**config.mk**
```make
export PLATFORM = sky130hd
export DESIGN_NAME = disp_mode_ctrl
export DESIGN_NICKNAME = d
export VERILOG_FILES = /design/src/rtl/disp_pkg.sv /design/src/rtl/btn_debounce.sv /design/src/rtl/disp_mode_ctrl.sv
export SDC_FILE = /design/constraint.sdc
export NUM_CORES = 1
export LEC_CHECK = 0
export ABC_CLOCK_PERIOD_IN_PS = 3500
export CAP_MARGIN = 10
export CORE_UTILIZATION = 50
export DETAILED_ROUTE_END_ITERATION = 12
export DONT_BUFFER_PORTS = 1
export GPL_TIMING_DRIVEN = 0
export SKIP_LAST_GASP = 1
export SYNTH_ARGS = -nofsm -noshare
export SYNTH_HDL_FRONTEND = slang
export SYNTH_SLANG_ARGS = --single-unit
```
**constraint.sdc**
```tcl
create_clock -name clk -period 3.5 [get_ports clk]
set_input_delay 0.35 -clock clk [delete_from_list [all_inputs] [get_ports clk]]
set_output_delay 0.35 -clock clk [all_outputs]
set_load 0.01 [all_outputs]
```
**src/rtl/disp_pkg.sv**
```systemverilog
// Shared types and select encodings for the display-mode controller.
package disp_pkg;

  typedef enum logic [1:0] {
    MODE_HEX = 2'b00,
    MODE_BIN = 2'b01,
    MODE_DEC = 2'b10
  } mode_e;

  localparam logic [2:0] SEL_HEX   = 3'b001;
  localparam logic [2:0] SEL_BIN   = 3'b010;
  localparam logic [2:0] SEL_DEC   = 3'b100;
  localparam logic [2:0] SEL_BLANK = 3'b000;

  typedef enum logic {
    ST_SHOW  = 1'b0,
    ST_BLANK = 1'b1
  } state_e;

  function automatic mode_e next_mode(input mode_e m);
    case (m)
      MODE_HEX: next_mode = MODE_BIN;
      MODE_BIN: next_mode = MODE_DEC;
      default:  next_mode = MODE_HEX;
    endcase
  endfunction

  function automatic logic [2:0] mode_sel(input mode_e m);
    case (m)
      MODE_HEX: mode_sel = SEL_HEX;
      MODE_BIN: mode_sel = SEL_BIN;
      MODE_DEC: mode_sel = SEL_DEC;
      default:  mode_sel = SEL_HEX;
    endcase
  endfunction

endpackage

```
**src/rtl/btn_debounce.sv**
```systemverilog
// Two-flop synchroniser, consecutive-cycle debounce and a one-cycle rising-edge pulse.
module btn_debounce #(
  parameter int DEBOUNCE_CYCLES = 16
) (
  input  logic clk,
  input  logic rst,
  input  logic raw,
  output logic level,
  output logic rise
);

  localparam int CW = (DEBOUNCE_CYCLES > 1) ? $clog2(DEBOUNCE_CYCLES) : 1;
  localparam logic [CW-1:0] CNT_LAST = CW'(DEBOUNCE_CYCLES - 1);

  logic          sync1_q, sync2_q;
  logic          db_q, db_d, db_dly_q;
  logic [CW-1:0] cnt_q, cnt_d;

  // The counter only survives while the synchronised input keeps disagreeing.
  always_comb begin
    db_d  = db_q;
    cnt_d = '0;
    if (sync2_q != db_q) begin
      if (cnt_q == CNT_LAST) begin
        db_d  = sync2_q;
        cnt_d = '0;
      end else begin
        cnt_d = cnt_q + 1'b1;
      end
    end
  end

  always_ff @(posedge clk or posedge rst) begin
    if (rst) begin
      sync1_q  <= 1'b0;
      sync2_q  <= 1'b0;
      db_q     <= 1'b0;
      db_dly_q <= 1'b0;
      cnt_q    <= '0;
    end else begin
      sync1_q  <= raw;
      sync2_q  <= sync1_q;
      db_q     <= db_d;
      db_dly_q <= db_q;
      cnt_q    <= cnt_d;
    end
  end

  assign level = db_q;
  assign rise  = db_q & ~db_dly_q;

endmodule

```
**src/rtl/disp_mode_ctrl.sv**
```systemverilog
// Display-mode sequencer: button (and optionally a timer, macro AUTO_CYCLE_EN) steps
// HEX->BIN->DEC with a blanking window of sel=000 around every change.
module disp_mode_ctrl
  import disp_pkg::*;
#(
  parameter int DEBOUNCE_CYCLES = 16,
  parameter int BLANK_CYCLES    = 4,
  parameter int AUTO_PERIOD     = 64
) (
  input  logic       clk,
  input  logic       rst,
  input  logic       btn_next,
  input  logic       auto_en,
  output logic       s0,
  output logic       s1,
  output logic       s2,
  output logic [1:0] mode,
  output logic       blanking,
  output logic       mode_changed,
  output logic       dbg_state
);

  localparam int BW = (BLANK_CYCLES > 1) ? $clog2(BLANK_CYCLES) : 1;
  localparam logic [BW-1:0] BLANK_LAST = BW'(BLANK_CYCLES - 1);

  state_e        state_q, state_d;
  mode_e         mode_q, mode_d;
  logic [BW-1:0] bcnt_q, bcnt_d;
  logic [2:0]    sel_q, sel_d;
  logic          blank_q, blank_d;
  logic          chg_q, chg_d;
  logic          press_evt, advance;
  logic          db_level_unused;

  btn_debounce #(.DEBOUNCE_CYCLES(DEBOUNCE_CYCLES)) u_btn (
    .clk   (clk),
    .rst   (rst),
    .raw   (btn_next),
    .level (db_level_unused),
    .rise  (press_evt)
  );

`ifdef AUTO_CYCLE_EN
  localparam int AW = (AUTO_PERIOD > 1) ? $clog2(AUTO_PERIOD) : 1;
  localparam logic [AW-1:0] AUTO_LAST = AW'(AUTO_PERIOD - 1);

  logic [AW-1:0] atimer_q, atimer_d;
  logic          auto_tick;

  assign auto_tick = (state_q == ST_SHOW) && auto_en && (atimer_q == AUTO_LAST);
  assign atimer_d  = ((state_q != ST_SHOW) || !auto_en || press_evt || auto_tick)
                     ? '0 : atimer_q + 1'b1;
  // A coincident press and tick collapse into one advance through this OR.
  assign advance   = press_evt | auto_tick;

  always_ff @(posedge clk or posedge rst) begin
    if (rst) atimer_q <= '0;
    else     atimer_q <= atimer_d;
  end
`else
  logic auto_en_unused;
  assign auto_en_unused = auto_en;
  assign advance        = press_evt;
`endif

  // Presses arriving in ST_BLANK are ignored, not queued.
  always_comb begin
    state_d = state_q;
    mode_d  = mode_q;
    bcnt_d  = bcnt_q;
    sel_d   = sel_q;
    blank_d = blank_q;
    chg_d   = 1'b0;
    unique case (state_q)
      ST_SHOW: begin
        if (advance) begin
          mode_d  = next_mode(mode_q);
          bcnt_d  = '0;
          state_d = ST_BLANK;
          sel_d   = SEL_BLANK;
          blank_d = 1'b1;
        end else begin
          sel_d   = mode_sel(mode_q);
          blank_d = 1'b0;
        end
      end
      ST_BLANK: begin
        if (bcnt_q == BLANK_LAST) begin
          state_d = ST_SHOW;
          sel_d   = mode_sel(mode_q);
          blank_d = 1'b0;
          chg_d   = 1'b1;
        end else begin
          bcnt_d  = bcnt_q + 1'b1;
          sel_d   = SEL_BLANK;
          blank_d = 1'b1;
        end
      end
      default: state_d = ST_SHOW;
    endcase
  end

  always_ff @(posedge clk or posedge rst) begin
    if (rst) begin
      state_q <= ST_SHOW;
      mode_q  <= MODE_HEX;
      bcnt_q  <= '0;
      sel_q   <= SEL_HEX;
      blank_q <= 1'b0;
      chg_q   <= 1'b0;
    end else begin
      state_q <= state_d;
      mode_q  <= mode_d;
      bcnt_q  <= bcnt_d;
      sel_q   <= sel_d;
      blank_q <= blank_d;
      chg_q   <= chg_d;
    end
  end

  assign {s2, s1, s0}  = sel_q;
  assign mode          = mode_q;
  assign blanking      = blank_q;
  assign mode_changed  = chg_q;
  assign dbg_state     = state_q;

endmodule

```
Word level (Yosys, flattened, before mapping)
Cells that the tools add are included.
{ "word_totals": {"reg_bits": 17, "wordCells": 41, "out_inout_bits": 8} }
{ "op_classes": {"reduce_logical": 4, "mux": 15, "n_eq_ne": 7, "bitwise": 3, "addsub": 2} }
{ "op_table": {"columns": ["operator", "n"], "rows": [
  ["$pmux W3 S2", 2],
  ["$mux W4", 2],
  ["$pmux W2 S2", 2],
  ["$mux W3", 2],
  ["$reduce_and A2 Y1", 3],
  ["$add A4 B1 Y4 const B", 1],
  ["$eq A2 B2 Y1 const B", 2],
  ["$eq A4 B4 Y1 const B", 1],
  ["$mux W1", 4],
  ["$mux W2", 2],
  ["$ne A2 B2 Y1 const B", 2],
  ["$add A2 B1 Y2 const B", 1],
  ["$eq A2 B1 Y1 const B", 1],
  ["$logic_not A2 Y1", 1],
  ["$not A1 Y1", 2],
  ["$pmux W1 S2", 1],
  ["$and A1 B1 Y1", 1],
  ["$ne A1 B1 Y1", 1]
]} }

Longest topological paths before layout
Gate-level depths: netlist of the first run.
{ "logic_depth": {"word_depth": 4, "mapped_depth": 5} }

Hierarchy
A second synthesis of the first run with hierarchy kept.
{ "unflattened": {"cells_unflattened": 56, "hier_area_um2": 705.7} }
{ "by_module_without_submodules": {"columns": ["module", "area_each_um2", "seq_area_each_um2", "instances", "cells_each"], "rows": [
  ["disp_mode_ctrl", 399.1, 226.5, 1, 35],
  ["btn_debounce", 306.5, 200.2, 1, 21]
]} }

Least setup slack after synthesis of the first run
Ideal clock, no wire load.
{ "synth_path": {"path_type": "register to register", "startpoint": "reg bcnt_q[0]", "endpoint": "reg bcnt_q[0]", "setup_ns": 0.125, "period_less_slack_ns": 1.229, "t_required_ns": 3.375, "arrival_time_ns": 1.104, "path_stages_with_launch": 5, "path_slack_ns": 2.271, "cell_sequence": "dfrtp_1 ha_1 and2b_1 nor2_2 mux2_4"} }
{ "synth_between": {"elab_chain_len": 3, "elab_cells_between_ends": 6, "classes_between": "1 x add/sub; 2 x eq/ne; 2 x mux; 1 x reduce/logical"} }
{ "synth_lines": {"columns": ["item", "line", "text"], "rows": [
  ["from (decl)", "disp_mode_ctrl.sv:28", "logic [BW-1:0] bcnt_q, bcnt_d;"],
  ["from (signal assigned)", "disp_mode_ctrl.sv:114", "bcnt_q <= bcnt_d;"],
  ["$add A2 B1 Y2 or $eq A2 B2 Y1 (tied branches)", "disp_mode_ctrl.sv:94, disp_mode_ctrl.sv:88", null],
  ["$mux W2 or $ne A2 B2 Y1 (tied branches)", null, null],
  ["$pmux W2 S2 or $reduce_and A2 Y1 (tied branches)", null, null]
]} }
Parallel ways exist; a longest one is shown, timed or not. The select of a mux whose other input is x is not followed.
A chain may end at the register's enable or synchronous reset.

==> results of run 1 <==
kinds of logic after synthesis:
family	after synthesis	synth area share, %
multiplexers	2	3.82
adder cells (fa/ha/maj)	5	9.11
flip-flops	17	62.1
AND/OR/NAND/NOR	14	13.7
buffers and inverters	6	3.83
XOR/XNOR	2	2.55
AO/OA/AOI/OAI	6	4.92
synth_stat cells:
cell type / count / share of area [%]
a21oi_1: 2 / 1.5
a22o_1: 1 / 1.3
and2_1: 3 / 2.7
and2b_1: 1 / 1.1
buf_4: 1 / 1.1
dfrtp_1: 16 / 58
dfstp_2: 1 / 3.8
ha_1: 5 / 9.1
inv_1: 5 / 2.7
mux2_2: 1 / 1.6
mux2_4: 1 / 2.2
nand2_1: 2 / 1.1
nand3_1: 1 / 0.73
nand4b_1: 1 / 1.3
nor2_1: 2 / 1.1
nor2_2: 1 / 0.91
nor2b_1: 1 / 0.91
nor3b_1: 1 / 1.1
nor3b_4: 1 / 2.7
o21ai_0: 3 / 2.2
xnor2_1: 2 / 2.6
sequential cells by signal, indices dropped and copies added (netlist names):
signal          count
bcnt_q              2
blanking            1
u_btn.cnt_q         4
u_btn.sync1_q       1
mode_changed        1
sel_q               3
u_btn.level         1
mode                2
u_btn.db_dly_q      1
u_btn.sync2_q       1
final cells by class:
cell class,count,area share (%)
Buffer,1,1.03
Clock buffer,3,3.08
Clock inverter,1,0.684
Inverter,5,2.56
Multi-Input combinational cell,29,32.0
Sequential cell,17,58.3
Tap cell,14,2.39
per-layer routing:
layer | vias up | wire (um) | global-route usage (%)
met5 | - | 0 | 0
met4 | 0 | 25 | 12.9
met3 | 4 | 39 | 5.20
met2 | 10 | 418 | 24.2
met1 | 171 | 447 | 20.3
li1 | 175 | - | -
power by group through the flow:
| stage | registers, mW | clock network, mW | logic, mW |
|---|---|---|---|
| 6_report | 0.214 | 0.102 | 0.0227 |
| 5_1_grt | 0.216 | 0.114 | 0.0268 |
| 4_1_cts | 0.214 | 0.107 | 0.0234 |
| 3_5_place_dp | 0.218 | 0 | 0.0232 |
| 2_1_floorplan | 0.216 | 0 | 0.0195 |
| 3_3_place_gp | 0.217 | 0 | 0.0209 |
worst min-delay path by stage:
stage                          to  depth (start not counted)
floorplan               bcnt_q[0]                          1
global placement    u_btn.sync1_q                          1
detailed placement  u_btn.sync2_q                          1
CTS                 u_btn.sync2_q                          1
global route        u_btn.sync2_q                          1
finish              u_btn.sync2_q                          1
==> qor.yml, run 1 <==
cap_violations: 0
end_kind: "output pin"
rsz0062_at_grt: "no"
io-pin-count: 12
path_depth: 1
synthCells: 52
setup_viol: 0
required_ps: 3150
postSynthAreaPerCell_sq_um: 13.2
drv_slew: 0
rrSetupSlack_ps: 2210
power_uw: 339
via_count: 360
syn-cell-area_sq_um: 687
ys_ff_latch: 17
diodes: 0
combPwrFrac_pct: 6.7
dp_cells: 66
clkLatencyLatePin_ps: 290
critical-path-slowest-cell: "dfrtp_1"
cts.hold.buffers_added: 0
period_needed_ps: 1320
period_share_pct: 37.7
leakage_nw: 0.362
fp-row-count: 12
crit_type: "register to output pin"
switchingPower_uw: 78.3
ys_types: 21
tns_ps: 0
r2r-start: "bcnt_q[0]"
cts_tree: "yes"
grt-ovfl-total: 0
worstReg2RegEnd: "bcnt_q[0]"
postCtsSetupBuffers: 0
grt_pass1_vias: 387
port-buffer-count: 0
r2r_cells: 4
dp_worst_setup_slack_ps: 2210
ant_nets: 0
multi_input_area_sq_um: 234
dr.first_iter.drc_count: 3
finalWeightedCongestion: 0.661
cts_buffers: 3
crit_path_start: "blanking"
fp.dieArea_sq_um: 1530
dr.pass1.iters: 2
status: "finished, final reports clean"
fin_cells: 70
clk_path_buf_depth: 2
nets: 66
via_per_inst: 5.14
drc: 0
crit_end: "dbg_state"
p_int_uw: 261
cts_max_level: 1
place_area_sq_um: 704
final_cell_area_sq_um: 732
fmax_mhz: 757
hold_viol: 0
clock_sinks: 17
wirelength_um: 930
clkTransAtPathRegs_ps: 100
seqPwrFrac_pct: 63.2
clkPwrFrac_pct: 30.1
mostFrequentLayoutCells: "dfrtp_1, inv_1, ha_1"
worst_slack_ps: 2180
antenna_found_initial: 0
max_stage_delay_ps: 510
fp.dieW_um: 39.1
dp_hpwl_um: 704
p_sw_share_pct: 23.1
start_kind: "register"
initial_core_util_pct: 57.9
crit_fanout: 5
hp-class: "primary input to async pin"
ys_seq_area_share_pct: 62.1
utilization_pct: 61.7
root_buffer: "clkbuf_4"
grt_max_degree: 18
cp_data_arrival_time_ps: 970
grt_pass1_wl_um: 1570
fin_skew_ps: 8.64
register_area_sq_um: 427
ir_worst_vdd_v: 0.000296
area_growth_pct: 6.56
whs_ps: 4.27
cp_cell_sequence: "buf_4"
cts_resized: 0
worstMarginPinSlew_ps: 607
crit_buf_inv: 1
slew_headroom_pct: 59.5
fill_cells: 97
routedWlPerCell_um: 13.3
final_common_cell: "dfrtp_1"
track_usage_pct: 16.7
yosysWarnings: 0
synth_fp_nets: 61
drive_gt1_share_pct: 17.9
core_area_sq_um: 1190
power.density_nw_per_um2: 463
die-height_um: 39.1
cp_top_family: "flip-flops"
(Power assumes the default switching activity.)
==> run 2: changes to the inputs <==
- ABC_CLOCK_PERIOD_IN_PS: 3500 -> 1070
- PLACE_DENSITY: default -> 0.68
- clock period: 3.5 -> 1.07 ns (I/O delays scaled with it)
==> run 2 against run 1 <==
- the flow now finishes with violations (setup timing)
- sequential cell count unchanged
- first-iteration DRC count increased to 6.7 times the previous value
- core utilization is 10 points higher
- highest routed layer unchanged
- critical path type is now register to register
==> qor.yml, run 2 (same netlist as run 1, synthesis figures left out) <==
hold_viol: 0  # unchanged
fp-row-count: 12  # unchanged
drive_gt1_share_pct: 37.5  # was 17.9%
clock_sinks: 17  # unchanged
io-pin-count: 12  # unchanged
fp.dieW_um: 39.1  # unchanged
clk_path_buf_depth: 2  # unchanged
power.density_nw_per_um2: 1360  # was 463 nW/um^2
dp_hpwl_um: 797  # was 704 um
grt_pass1_vias: 427  # was 387
area_growth_pct: 24.6  # was 6.56%
die-height_um: 39.1  # unchanged
grt_max_degree: 18  # unchanged
antenna_found_initial: 0  # unchanged
cts_buffers: 3  # unchanged
track_usage_pct: 19.7  # was 16.7%
setup_viol: 9  # was 0
clkLatencyLatePin_ps: 290  # about the same
required_ps: 1250  # was 3150 ps
power_mw: 1.17  # was 339 uW
via_count: 406  # was 360
start_kind: "register"  # unchanged
via_per_inst: 5.21  # was 5.14
multi_input_area_sq_um: 293  # was 234 sq um
fill_cells: 80  # was 97
grt_pass1_wl_um: 1900  # was 1570 um
mostFrequentLayoutCells: "dfrtp_1, buf_4, inv_1"  # was dfrtp_1, inv_1, ha_1
initial_core_util_pct: 57.9  # unchanged
crit_fanout: 5  # unchanged
ir_worst_vdd_v: 0.000784  # was 0.000296 V
status: "finished with violations"  # was finished, final reports clean
violations: "setup timing"
register_area_sq_um: 428  # was 427 sq um
period_needed_ps: 1250
clkTransAtPathRegs_ps: 90  # was 100 ps
slew_headroom_pct: 59.2  # was 59.5%
fp.dieArea_sq_um: 1530  # unchanged
largest_reg_flops: 4  # unchanged
port-buffer-count: 0  # unchanged
leakage_nw: 0.407  # was 0.362 nW
ant_nets: 0  # unchanged
period_share_pct: 117
core_area_sq_um: 1190  # unchanged
fmax_mhz: 797
cp_data_arrival_time_ps: 1430  # was 970 ps
routedWlPerCell_um: 14.7  # was 13.3 um
wirelength_um: 1150  # was 930 um
drv_slew: 0  # unchanged
top_regs: "u_btn.cnt_q x4, sel_q x3"  # unchanged
final_common_cell: "dfrtp_1"  # unchanged
cap_violations: 0  # unchanged
fin_skew_ps: 3.55  # was 8.64 ps
dr.first_iter.drc_count: 20  # was 3
dr.pass1.iters: 4  # was 2
root_buffer: "clkbuf_4"  # unchanged
whs_ps: 326  # was 4.27 ps
worstMarginPinSlew_ps: 611  # was 607 ps
diodes: 0  # unchanged
nets: 74  # was 66
drc: 0  # unchanged
grt-ovfl-total: 0  # unchanged
rsz0062_at_grt: "yes"  # was no
top_register: "u_btn.cnt_q"  # unchanged
hp-class: "primary input to async pin"  # unchanged
cts_tree: "yes"  # unchanged
end_kind: "register"  # was output pin
cts_max_level: 1  # unchanged
worst_slack_ps: -184  # was 2180 ps
finalWeightedCongestion: 0.659  # was 0.661
crit_type: "register to register"  # was register to output pin
run 2: routing by layer:
| metal | vias to the layer above | global-route usage [%] | share of wire [%] |
|---|---|---|---|
| met5 | - | 0 | 0 |
| met4 | 0 | 12.9 | 3.4 |
| met3 | 4 | 4.05 | 4.5 |
| met2 | 14 | 32.5 | 47 |
| met1 | 194 | 22.7 | 45 |
| li1 | 194 | - | - |
run 2: what timing repair did:
item                                   in CTS  in global routing
pin swaps                                   4                  5
hold buffers                                2                  0
resized for setup                           5                  5
setup endpoints to repair                   9                 13
endpoints found under the hold margin      17                  0
buffers inserted                            5                  1
run 2: per-stage QoR:
step	instance area (sq um)	setup WS, ps	setup TNS [ps]	utilization (%)	cells
6_report	856	-184	-636	72.2	78
2_1_floorplan	701	-123	-181	-	52
3_3_place_gp	718	-186	-508	60.5	66
4_1_cts	822	-167	-575	69.3	77
5_1_grt	856	-220	-1060	72.2	78
3_5_place_dp	718	-190	-723	60.5	66
run 2: final timing paths:
kind | startpoint | to | slack (ps) | cells after the start
hold reg to reg | u_btn.sync1_q | u_btn.sync2_q | 380 | 0
min in group clk | btn_next | u_btn.sync1_q | 360 | 1
setup / recovery | bcnt_q[1] | bcnt_q[0] | -180 | 4
hold / removal | rst | u_btn.cnt_q[2] | 330 | 2
setup reg to reg | bcnt_q[1] | bcnt_q[0] | -180 | 4
max in group asynchronous | rst | blanking | 310 | 2
run 2: cell type report:
| type | count | share of cell area, % |
|---|---|---|
| Buffer | 1 | 0.877 |
| Clock buffer | 4 | 3.07 |
| Inverter | 5 | 2.19 |
| Multi-Input combinational cell | 29 | 34.2 |
| Sequential cell | 17 | 50.0 |
| Tap cell | 14 | 2.05 |
| Timing Repair Buffer | 8 | 7.60 |
run 2: report_power, final:
| group | switching [mW] | total (mW) | internal (mW) |
|---|---|---|---|
| combinational | 0.0541 | 0.135 | 0.0808 |
| sequential | 0.0282 | 0.702 | 0.673 |
| clock | 0.185 | 0.330 | 0.145 |
run 2: worst max-delay path, cell delays in order, from the launching register on:
cell	delay (ps)
dfrtp_1	390
ha_2	190
and2b_2	260
nor2_4	50
mux2_4	250
==> run 3: changes to the inputs <==
- CTS_BUF_LIST: default -> sky130_fd_sc_hd__clkbuf_2
==> run 3 against run 2 <==
- the flow still finishes with violations (setup timing)
- clock power down 17%
- power down 5.2%
- final area down 2.8%
- register-to-register slack about the same
- sequential cell count unchanged
- core utilization down 2.0 points
- sequential power about the same
- global-route usage down 0.25 points
- count of clock-buffer cells in the layout unchanged
==> qor.yml, run 3 (same netlist as run 1, synthesis figures left out) <==
max_stage_delay_ps: 410  # was 390 ps
slew_headroom_pct: 59.4  # was 59.2%
cp_data_arrival_time_ps: 1440  # was 1430 ps
drive_gt1_share_pct: 34.4  # was 37.5%
via_count: 414  # was 406
hold_viol: 0  # unchanged
fill_cells: 82  # was 80
finalWeightedCongestion: 0.659  # unchanged
dp_hpwl_um: 797  # unchanged
status: "finished with violations"  # unchanged
final_common_cell: "dfrtp_1"  # unchanged
cts_buffers: 3  # unchanged
critical-path-slowest-cell: "dfrtp_1"  # unchanged
power_mw: 1.11  # was 1.17 mW
crit_fanout: 5  # unchanged
grt_pass1_vias: 433  # was 427
cts_max_level: 1  # unchanged
crit_type: "register to register"  # unchanged
fin_cells: 78  # unchanged
root_buffer: "clkbuf_2"  # was clkbuf_4
dp_worst_setup_slack_ps: -190  # unchanged
clkLatencyLatePin_ps: 270  # was 290 ps
track_usage_pct: 19.4  # was 19.7%
via_per_inst: 5.31  # was 5.21
top_regs: "u_btn.cnt_q x4, sel_q x3"  # unchanged
wirelength_um: 1160  # was 1150 um
largest_reg_flops: 4  # unchanged
r2r_cells: 4  # unchanged
end_kind: "register"  # unchanged
fin_skew_ps: 1.20  # was 3.55 ps
period_needed_ps: 1260  # was 1250 ps
worstMarginPinSlew_ps: 608  # was 611 ps
diodes: 0  # unchanged
routedWlPerCell_um: 14.9  # was 14.7 um
area_growth_pct: 21.1  # was 24.6%
grt_pass1_wl_um: 1900  # about the same
drc: 0  # unchanged
whs_ps: 323  # was 326 ps
crit_buf_inv: 0  # unchanged
core_area_sq_um: 1190  # unchanged
dr.pass1.iters: 4  # unchanged
clk_path_buf_depth: 2  # unchanged
period_share_pct: 118  # was 117%
cp_top_family: "flip-flops"  # unchanged
top_register: "u_btn.cnt_q"  # unchanged
multi_input_area_sq_um: 275  # was 293 sq um
grt-ovfl-total: 0  # unchanged
violations: "setup timing"  # unchanged
grt_max_degree: 18  # unchanged
ant_nets: 0  # unchanged
nets: 74  # unchanged
clock_sinks: 17  # unchanged
clkTransAtPathRegs_ps: 140  # was 90 ps
setup_viol: 10  # was 9
leakage_nw: 0.401  # was 0.407 nW
fp.dieW_um: 39.1  # unchanged
drv_slew: 0  # unchanged
io-pin-count: 12  # unchanged
required_ps: 1250  # about the same
worst_slack_ps: -194  # was -184 ps
port-buffer-count: 0  # unchanged
rsz0062_at_grt: "yes"  # unchanged
fp.dieArea_sq_um: 1530  # unchanged
die-height_um: 39.1  # unchanged
cts_tree: "yes"  # unchanged
initial_core_util_pct: 57.9  # unchanged
start_kind: "register"  # unchanged
antenna_found_initial: 0  # unchanged
fp-row-count: 12  # unchanged
rrSetupSlack_ps: -190  # was -180 ps
cap_violations: 0  # unchanged
register_area_sq_um: 428  # unchanged
tns_ps: -793  # was -636 ps
dp_cells: 66  # unchanged
mostFrequentLayoutCells: "dfrtp_1, buf_4, inv_1, clkbuf_2"  # was dfrtp_1, buf_4, inv_1
power.density_nw_per_um2: 1330  # was 1360 nW/um^2
dr.first_iter.drc_count: 14  # was 20
r2r-start: "bcnt_q[1]"  # unchanged
cp_cell_sequence: "ha_2 -> and2b_2 -> nor2_4 -> mux2_4"  # unchanged
ir_worst_vdd_v: 0.000701  # was 0.000784 V
hp-class: "primary input to async pin"  # unchanged
fmax_mhz: 791  # was 797 MHz
worstReg2RegEnd: "bcnt_q[0]"  # unchanged
-- run 3: cell count changes in the layout (fill, tap and decap cells not counted) --
cell / change
xnor2_1: +2
clkbuf_2: +4
nor2_1: +1
xnor2_2: -2
nor2_2: -1
clkbuf_4: -3
clkbuf_1: -1
-- run 3: worst max-delay path by stage --
| stage | slack (ps) | cells past startpoint | from | to |
|---|---|---|---|---|
| floorplan | -120 | 4 | bcnt_q[0] | bcnt_q[0] |
| global placement | -190 | 3 | blanking | bcnt_q[0] |
| detailed placement | -190 | 4 | bcnt_q[1] | bcnt_q[0] |
| CTS | -170 | 4 | bcnt_q[0] | bcnt_q[0] |
| global route | -230 | 4 | bcnt_q[1] | bcnt_q[0] |
| finish | -190 | 4 | bcnt_q[1] | bcnt_q[0] |
-- run 3: layer usage --
| layer | track usage [%] | vias to the layer above | part of all wire [%] |
|---|---|---|---|
| met5 | 0 | - | 0 |
| met4 | 10.3 | 0 | 0.52 |
| met3 | 4.05 | 2 | 4.0 |
| met2 | 30.8 | 12 | 48 |
| met1 | 24.6 | 206 | 48 |
| li1 | - | 194 | - |
-- run 3: metrics by stage --
step | instance area, sq um | util [%]
after floorplan | 701 | -
after global placement | 718 | 60.5
after detailed placement | 718 | 60.5
after CTS | 801 | 67.5
after global routing | 832 | 70.1
final | 832 | 70.1
-- run 3: what timing repair did --
action	in CTS	in global routing
cloned	0	0
hold buffers	2	0
resized for setup	3	4
endpoints found under the hold margin	17	0
setup buffers	4	2
setup endpoints to repair	9	10
pin swaps	2	4
-- run 3: where the power goes --
group | leakage [nW] | switching, mW | internal, mW
sequential | 0.225 | 0.0274 | 0.674
clock | 0.0166 | 0.175 | 0.0991
combinational | 0.160 | 0.0537 | 0.0770
total | 0.401 | 0.256 | 0.850
-- run 3: final cells by class --
type	count	share of cell area, %
inverter	5	2.26
clock buffer	4	2.41
tap	14	2.11
timing repair buffer	8	7.82
multi-input combinational	29	33.1
sequential	17	51.4
buffer	1	0.902
-- run 3: worst register-to-register path, stage by stage, from the launching register on --
cell and delay (ps):
dfrtp_1 410, ha_2 190, and2b_2 260, nor2_4 50, mux2_4 260
